[src/rtl/event_input_fifo.sv]
// Ingress FIFO for raw sensor events {x,y,p,t}, with a registered output stage and overflow accounting.
// Optional EVENT_DEDUP_EN drops an incoming event identical to the last accepted one.
module event_input_fifo #(
   parameter int DEPTH      = 8,
   parameter int DROP_CNT_W = 8
) (
   input  logic                     clk,
   input  logic                     reset,
   input  logic                     in_valid,
   input  logic [1:0]               in_x,
   input  logic [1:0]               in_y,
   input  logic [1:0]               in_p,
   input  logic [1:0]               in_t,
   output logic                     in_ready,
   input  logic                     out_ready,
   output logic                     out_valid,
   output logic [1:0]               out_x,
   output logic [1:0]               out_y,
   output logic [1:0]               out_p,
   output logic [1:0]               out_t,
   output logic [$clog2(DEPTH):0]   level,
   output logic                     overflow,
   output logic [DROP_CNT_W-1:0]    drop_count
);

   localparam int AW = $clog2(DEPTH);
   localparam logic [AW:0] FULL_LEVEL = (AW+1)'(DEPTH);

   logic [7:0]            mem_q [DEPTH];
   logic [AW-1:0]         wr_ptr_q, wr_ptr_d;
   logic [AW-1:0]         rd_ptr_q, rd_ptr_d;
   logic [AW:0]           level_q, level_d;
   logic                  out_valid_q, out_valid_d;
   logic [7:0]            out_data_q, out_data_d;
   logic                  overflow_q, overflow_d;
   logic [DROP_CNT_W-1:0] drop_count_q, drop_count_d;

   logic [7:0] in_entry;
   logic       dup;
   logic       push;
   logic       drop;
   logic       load;
   logic       clear;

   assign in_entry = {in_x, in_y, in_p, in_t};

`ifdef EVENT_DEDUP_EN
   logic [8:0] last_q, last_d;

   assign dup = last_q[8] && (last_q[7:0] == in_entry);

   always_comb begin
      last_d = last_q;
      if (push) begin
         last_d = {1'b1, in_entry};
      end
   end

   always_ff @(posedge clk or posedge reset) begin
      if (reset) begin
         last_q <= '0;
      end else begin
         last_q <= last_d;
      end
   end
`else
   assign dup = 1'b0;
`endif

   // Refusal while full holds even when the output register drains in the same cycle.
   always_comb begin
      in_ready = (level_q != FULL_LEVEL);
      push     = in_valid && in_ready && !dup;
      drop     = in_valid && !in_ready && !dup;
      load     = (level_q != '0) && (!out_valid_q || out_ready);
      clear    = out_valid_q && out_ready && (level_q == '0);
   end

   always_comb begin
      wr_ptr_d     = wr_ptr_q;
      rd_ptr_d     = rd_ptr_q;
      level_d      = level_q;
      out_valid_d  = out_valid_q;
      out_data_d   = out_data_q;
      overflow_d   = overflow_q | drop;
      drop_count_d = drop_count_q;

      if (push) begin
         wr_ptr_d = wr_ptr_q + 1'b1;
      end
      if (load) begin
         rd_ptr_d    = rd_ptr_q + 1'b1;
         out_valid_d = 1'b1;
         out_data_d  = mem_q[rd_ptr_q];
      end else if (clear) begin
         out_valid_d = 1'b0;
         out_data_d  = '0;
      end

      case ({push, load})
         2'b10:   level_d = level_q + 1'b1;
         2'b01:   level_d = level_q - 1'b1;
         default: level_d = level_q;
      endcase

      if (drop && (drop_count_q != '1)) begin
         drop_count_d = drop_count_q + 1'b1;
      end
   end

   // Storage array carries no reset; only entries behind the write pointer are ever read.
   always_ff @(posedge clk) begin
      if (push) begin
         mem_q[wr_ptr_q] <= in_entry;
      end
   end

   always_ff @(posedge clk or posedge reset) begin
      if (reset) begin
         wr_ptr_q     <= '0;
         rd_ptr_q     <= '0;
         level_q      <= '0;
         out_valid_q  <= 1'b0;
         out_data_q   <= '0;
         overflow_q   <= 1'b0;
         drop_count_q <= '0;
      end else begin
         wr_ptr_q     <= wr_ptr_d;
         rd_ptr_q     <= rd_ptr_d;
         level_q      <= level_d;
         out_valid_q  <= out_valid_d;
         out_data_q   <= out_data_d;
         overflow_q   <= overflow_d;
         drop_count_q <= drop_count_d;
      end
   end

   assign out_valid  = out_valid_q;
   assign out_x      = out_data_q[7:6];
   assign out_y      = out_data_q[5:4];
   assign out_p      = out_data_q[3:2];
   assign out_t      = out_data_q[1:0];
   assign level      = level_q;
   assign overflow   = overflow_q;
   assign drop_count = drop_count_q;

endmodule
[config.mk]
export PLATFORM = sky130hd
export DESIGN_NAME = event_input_fifo
export DESIGN_NICKNAME = d
export VERILOG_FILES = /design/src/rtl/event_input_fifo.sv
export SDC_FILE = /design/constraint.sdc
export NUM_CORES = 1
export LEC_CHECK = 0
export BUFFER_PORTS_ARGS = -buffer_cell sky130_fd_sc_hd__buf_2
export CAP_MARGIN = 20
export CORE_MARGIN = 4
export CORE_UTILIZATION = 34
export DETAILED_ROUTE_END_ITERATION = 6
export PLACE_DENSITY = 0.53
export SETUP_SLACK_MARGIN = 0.05
export SYNTH_ARGS = -nofsm -noshare
export SYNTH_HDL_FRONTEND = slang
export SYNTH_SLANG_ARGS = --single-unit
[constraint.sdc]
create_clock -name clk -period 7.5 [get_ports clk]
set_input_delay 1.125 -clock clk [delete_from_list [all_inputs] [get_ports clk]]
set_output_delay 1.125 -clock clk [all_outputs]
set_load 0.05 [all_outputs]
Yosys cells after proc, flatten, opt, wreduce, memory -nomap -nowiden. Memory sizes are Yosys's and may differ from the RTL's. Cells that the tools add are included.

Register bits after elaboration: 28. Memory bits (writable): 64. Input bits: 12. Word-level logic and storage cells: 38. Memories kept: 1.

Memories: mem_q (depth 8, bits a word 8, read ports 1, clocked after memory_dff 0, wr ports 1, line 29) `logic [7:0] mem_q [DEPTH];`.

Add/sub/neg operators: 5. Eq/ne operators: 4. Multiplexer cells: 7. Bitwise logic cells: 1. Reduce and logical (&&, ||, !) cells: 13.

Operators by type and width (number): 2-to-1 mux 8 bit (2); adder 8 x 1 -> 8 bit (second input constant) (1); inequality test 8 bit (second input constant) (1); case mux 4 bit (2 select lines) (1); adder 3 x 1 -> 3 bit (second input constant) (2); logical AND 1 bit (6); adder 4 x 1 -> 4 bit (second input constant) (1); logical NOT 4 bit (1); 2-to-1 mux 1 bit (4); inequality test 4 bit (second input constant) (1); nonzero test 2 bit (2); nonzero test 4 bit (1); subtractor 4 x 1 -> 4 bit (second input constant) (1); == test 2 x 1 -> 1 bit (second input constant) (1); == test 2 bit (second input constant) (1); logical NOT 1 bit (2); logical OR 1 bit (1); OR 1 bit (1).

Logic depth before layout (Yosys ltp).
Depth after elaboration: 5. Mapped depth: 11.

Worst setup path after synthesis. No wires, ideal clock.

Kind: reg2reg. From: reg level_q[1], in the netlist level[1]. To: reg level_q[2], in the netlist level[2]. Data arrival time: 2614 ps. Required time: 7349 ps. Path slack: 4736 ps. Cell stages (with the launch flop): 12. Path buffers: 2. Cells stage by stage: dfrtp_1 -> buf_6 -> or4_4 -> and2_4 -> buf_6 -> ha_1 -> xor2_1 -> ha_1 -> a21oi_1 -> xor2_1 -> nor2_1 -> xor2_1.

Cells in the longest elaborated chain, start to end: 4.

RTL lines: start: declaration (line 32) `logic [AW:0] level_q, level_d;`; start signal: assignment (line 130) `level_q <= level_d;`; nonzero test 4 bit * (line 75) `load = (level_q != '0) && (!out_valid_q || out_ready);`; logical AND 1 bit * (line 75); via load (line 42) `logic load;`; == test 2 x 1 -> 1 bit / == test 2 bit (equally long branches) (line 100) `case ({push, load})`; case mux 4 bit (2 select lines) / nonzero test 2 bit (equally long branches).

Mark *: on every way through the listed nets, which the timed path passes. The rest lies on a longest branch. A chain may end at the register's enable or synchronous reset.

Worst setup path after layout.
From: reg level_q[0], in the netlist level[0]. To: out in_ready.

Cells in the longest elaborated chain, start to end: 1.

RTL lines: inequality test 4 bit (line 72) `in_ready = (level_q != FULL_LEVEL);`; end: declaration (line 14) `output logic in_ready,`.

Every way passes these cells.

==> flow_metrics.py <==
metrics = {
    "status": {
        "status": "finished, final reports clean",
    },
    "setup_path": {
        "setup.worst_path.start_class": "flop",
        "worstRegToRegCells": 9,
        "criticalPathCategory": "reg -> out",
        "timing.rr.start": "level[0]",
        "cp.arrival_ns": 1.67,
        "crit_path_cell_trace": "nor4b_4 > inv_2 > buf_2",
        "cp_slowest_cell": "dfrtp_1",
        "cp.required_ns": 6.38,
        "rr_endpoint": "level[2]",
        "critPathMaxStageDelay_ns": 0.49,
        "crit_fanout": 7,
        "crit_path_start": "level[0]",
        "endpoint_kind": "output pin",
        "r2r_setup_slack_ns": 4.97,
    },
    "floorplanning": {
        "coreArea_um2": 10800,
        "io_pins": 35,
        "rows": 38,
        "start_util_pct": 34.7,
        "die-area_um2": 12800,
        "die_h_um": 113,
        "die_w_um": 113,
    },
    "route": {
        "drc": 0,
        "via_per_inst": 4.82,
        "drt_iter0_drc": 86,
        "vias": 1994,
        "first_pass_iters": 4,
        "wl_per_cell_um": 17.0,
        "ant_nets": 0,
        "wirelength_mm": 7.06,
    },
    "global_route": {
        "grt-ovfl-total": 0,
        "grt_pass1_wl_mm": 11.3,
        "grt_max_degree": 29,
        "antenna_found_initial": 0,
        "track_usage_pct": 11.8,
        "grt_pass1_vias": 2035,
    },
    "timing": {
        "setup_viol": 0,
        "period_minus_slack_ns": 2.80,
        "rsz0062_at_grt": "false",
        "slew_headroom_pct": 33.5,
        "setup-tns-final_ns": 0,
        "slew_violations": 0,
        "finClkSkew_ns": 0.0102,
        "tightest_slew_ns": 0.994,
        "period_share_pct": 37.3,
        "fmax_mhz": 358,
        "final-hold-violation-count": 0,
    },
    "clocking": {
        "root_buffer": "clkbuf_8",
        "post_cts.repair.setup_buffers": 0,
        "clock_latency_ns": 0.35,
        "cts.clk_slew.worst_paths_ns": 0.09,
        "htree_levels": 3,
        "cts_tree": "built",
        "cts_made_buffers": 9,
        "cts.repair.resized": 0,
        "clock_path_buffers": 2,
        "ctsHoldBuffers": 0,
        "clock-sinks": 92,
    },
    "power_and_ir_drop": {
        "leakagePower_nw": 1.57,
        "p_per_area_nw_per_um2": 389,
        "ir_drop_v": 0.000155,
        "power_mw": 1.67,
    },
    "synthesis": {
        "synth-seq-area-share_pct": 69.7,
        "synth-edff-count": 64,
        "avgSynthCellArea_um2": 16.6,
        "yosys-top-cells-count": "64 x edfxtp_1, 28 x dfrtp_1, 16 x mux4_2, 16 x nand2_1, 11 x nor2_1",
        "yosys_warnings": 0,
        "ys.flop_type": "edfxtp_1",
        "yosys.area.top_type_share_pct": 51.0,
        "synth_area_um2": 3760,
        "synth_seq_cells": 92,
        "syn_nets": 245,
        "yosys-top-cells-area": "edfxtp_1 51%, dfrtp_1 19%, mux4_2 9.6%",
        "yosys.area.top_type": "edfxtp_1",
        "post-synth-top-count-cell": "edfxtp_1",
        "syn_inst": 227,
        "async_reset_ff_share_pct": 30.4,
        "ys_types": 40,
    },
    "flow_run": {
        "drv_cap": 0,
    },
    "placed_design": {
        "dp_hpwl_mm": 4.69,
        "gp_congestion": 0.724,
        "port-buffer-count": 34,
        "place_inst": 397,
    },
    "min_path": {
        "whs_path_depth": 1,
        "hold_start": "overflow",
        "hold_end": "overflow",
        "hp-class": "reg -> reg",
    },
    "cells_and_area": {
        "multi_input_area_um2": 1080,
        "layout-drive-gt1-share_pct": 29.9,
        "stdcell_count": 414,
        "fillers": 1032,
        "final-seq-area_um2": 2620,
        "nets": 287,
        "fin_util_pct": 39.6,
        "areaGrowthSynthToFinish_pct": 13.9,
        "diodes": 0,
    },
}
[registers in the layout, summed over array words and instances (netlist names)]
name,cells
drop_count,8
level,4
mem_q,64
out_data_q,8
out_valid,1
overflow,1
rd_ptr_q,3
wr_ptr_q,3
[critical path: cells and delay by family, from the launching register on]
family / cells / cell delay, ns
AND/OR/NAND/NOR: 1 / 0.42
flip-flops: 1 / 0.49
buffers and inverters: 2 / 0.41
[cells in the final DEF (no fill, tap or decap), types with 7 or more instances in the layout]
master and instances:
o21ai_1 9, nor2_1 11, o21ai_0 9, buf_2 34
mux4_2 16, nor2b_1 8, clkbuf_8 9, xnor2_1 7
nand2_1 16, edfxtp_1 64, dfrtp_1 28
[metrics by stage]
stage | instance area [µm²] | setup WS (ns) | hold slack, ns
3_3_place_gp | 4090 | 4.48 | 0.445
2_1_floorplan | 3760 | 4.74 | 0.491
4_1_cts | 4280 | 4.68 | 0.468
5_1_grt | 4290 | 4.61 | 0.492
3_5_place_dp | 4090 | 4.34 | 0.447
6_report | 4290 | 4.70 | 0.466
[how the worst max path moves through the flow]
stage             endpoint  slack (ns)
4_1_cts           in_ready        4.68
6_report          in_ready        4.70
3_5_place_dp   mem_q[0][4]        4.34
3_3_place_gp   mem_q[0][2]        4.48
2_1_floorplan     level[2]        4.74
5_1_grt           in_ready        4.61
[report_power, final]
| part | switching [mW] | internal, mW | total (mW) |
|---|---|---|---|
| combinational | 0.337 | 0.225 | 0.563 |
| sequential | 0.116 | 0.659 | 0.775 |
| clock | 0.176 | 0.157 | 0.333 |
| total | 0.629 | 1.04 | 1.67 |
[per-layer routing]
layer | vias up | wire length, µm | track usage [%]
li1 | 942 | - | -
met1 | 1007 | 3410 | 16.1
met2 | 34 | 3280 | 18.1
met3 | 11 | 261 | 2.89
met4 | 0 | 106 | 5.05
met5 | - | 0 | 0
[kinds of logic after synthesis]
group | after synthesis | share of synthesized area, %
buf+inv | 11 | 1.66
compound gates | 24 | 3.52
xor+xnor | 12 | 2.79
simple gates | 61 | 9.24
fa+ha+maj | 6 | 1.99
flops | 92 | 69.7
mux | 21 | 11.1
[final cells by class]
class                      count  area share [%]
timing repair buffer          38            4.61
inverter                       4           0.350
clock buffer                  10            2.98
clock inverter                 6            1.66
multi-input combinational    124            25.2
sequential                    92            61.1
tap                          140            4.08
(Power assumes the default switching activity.)
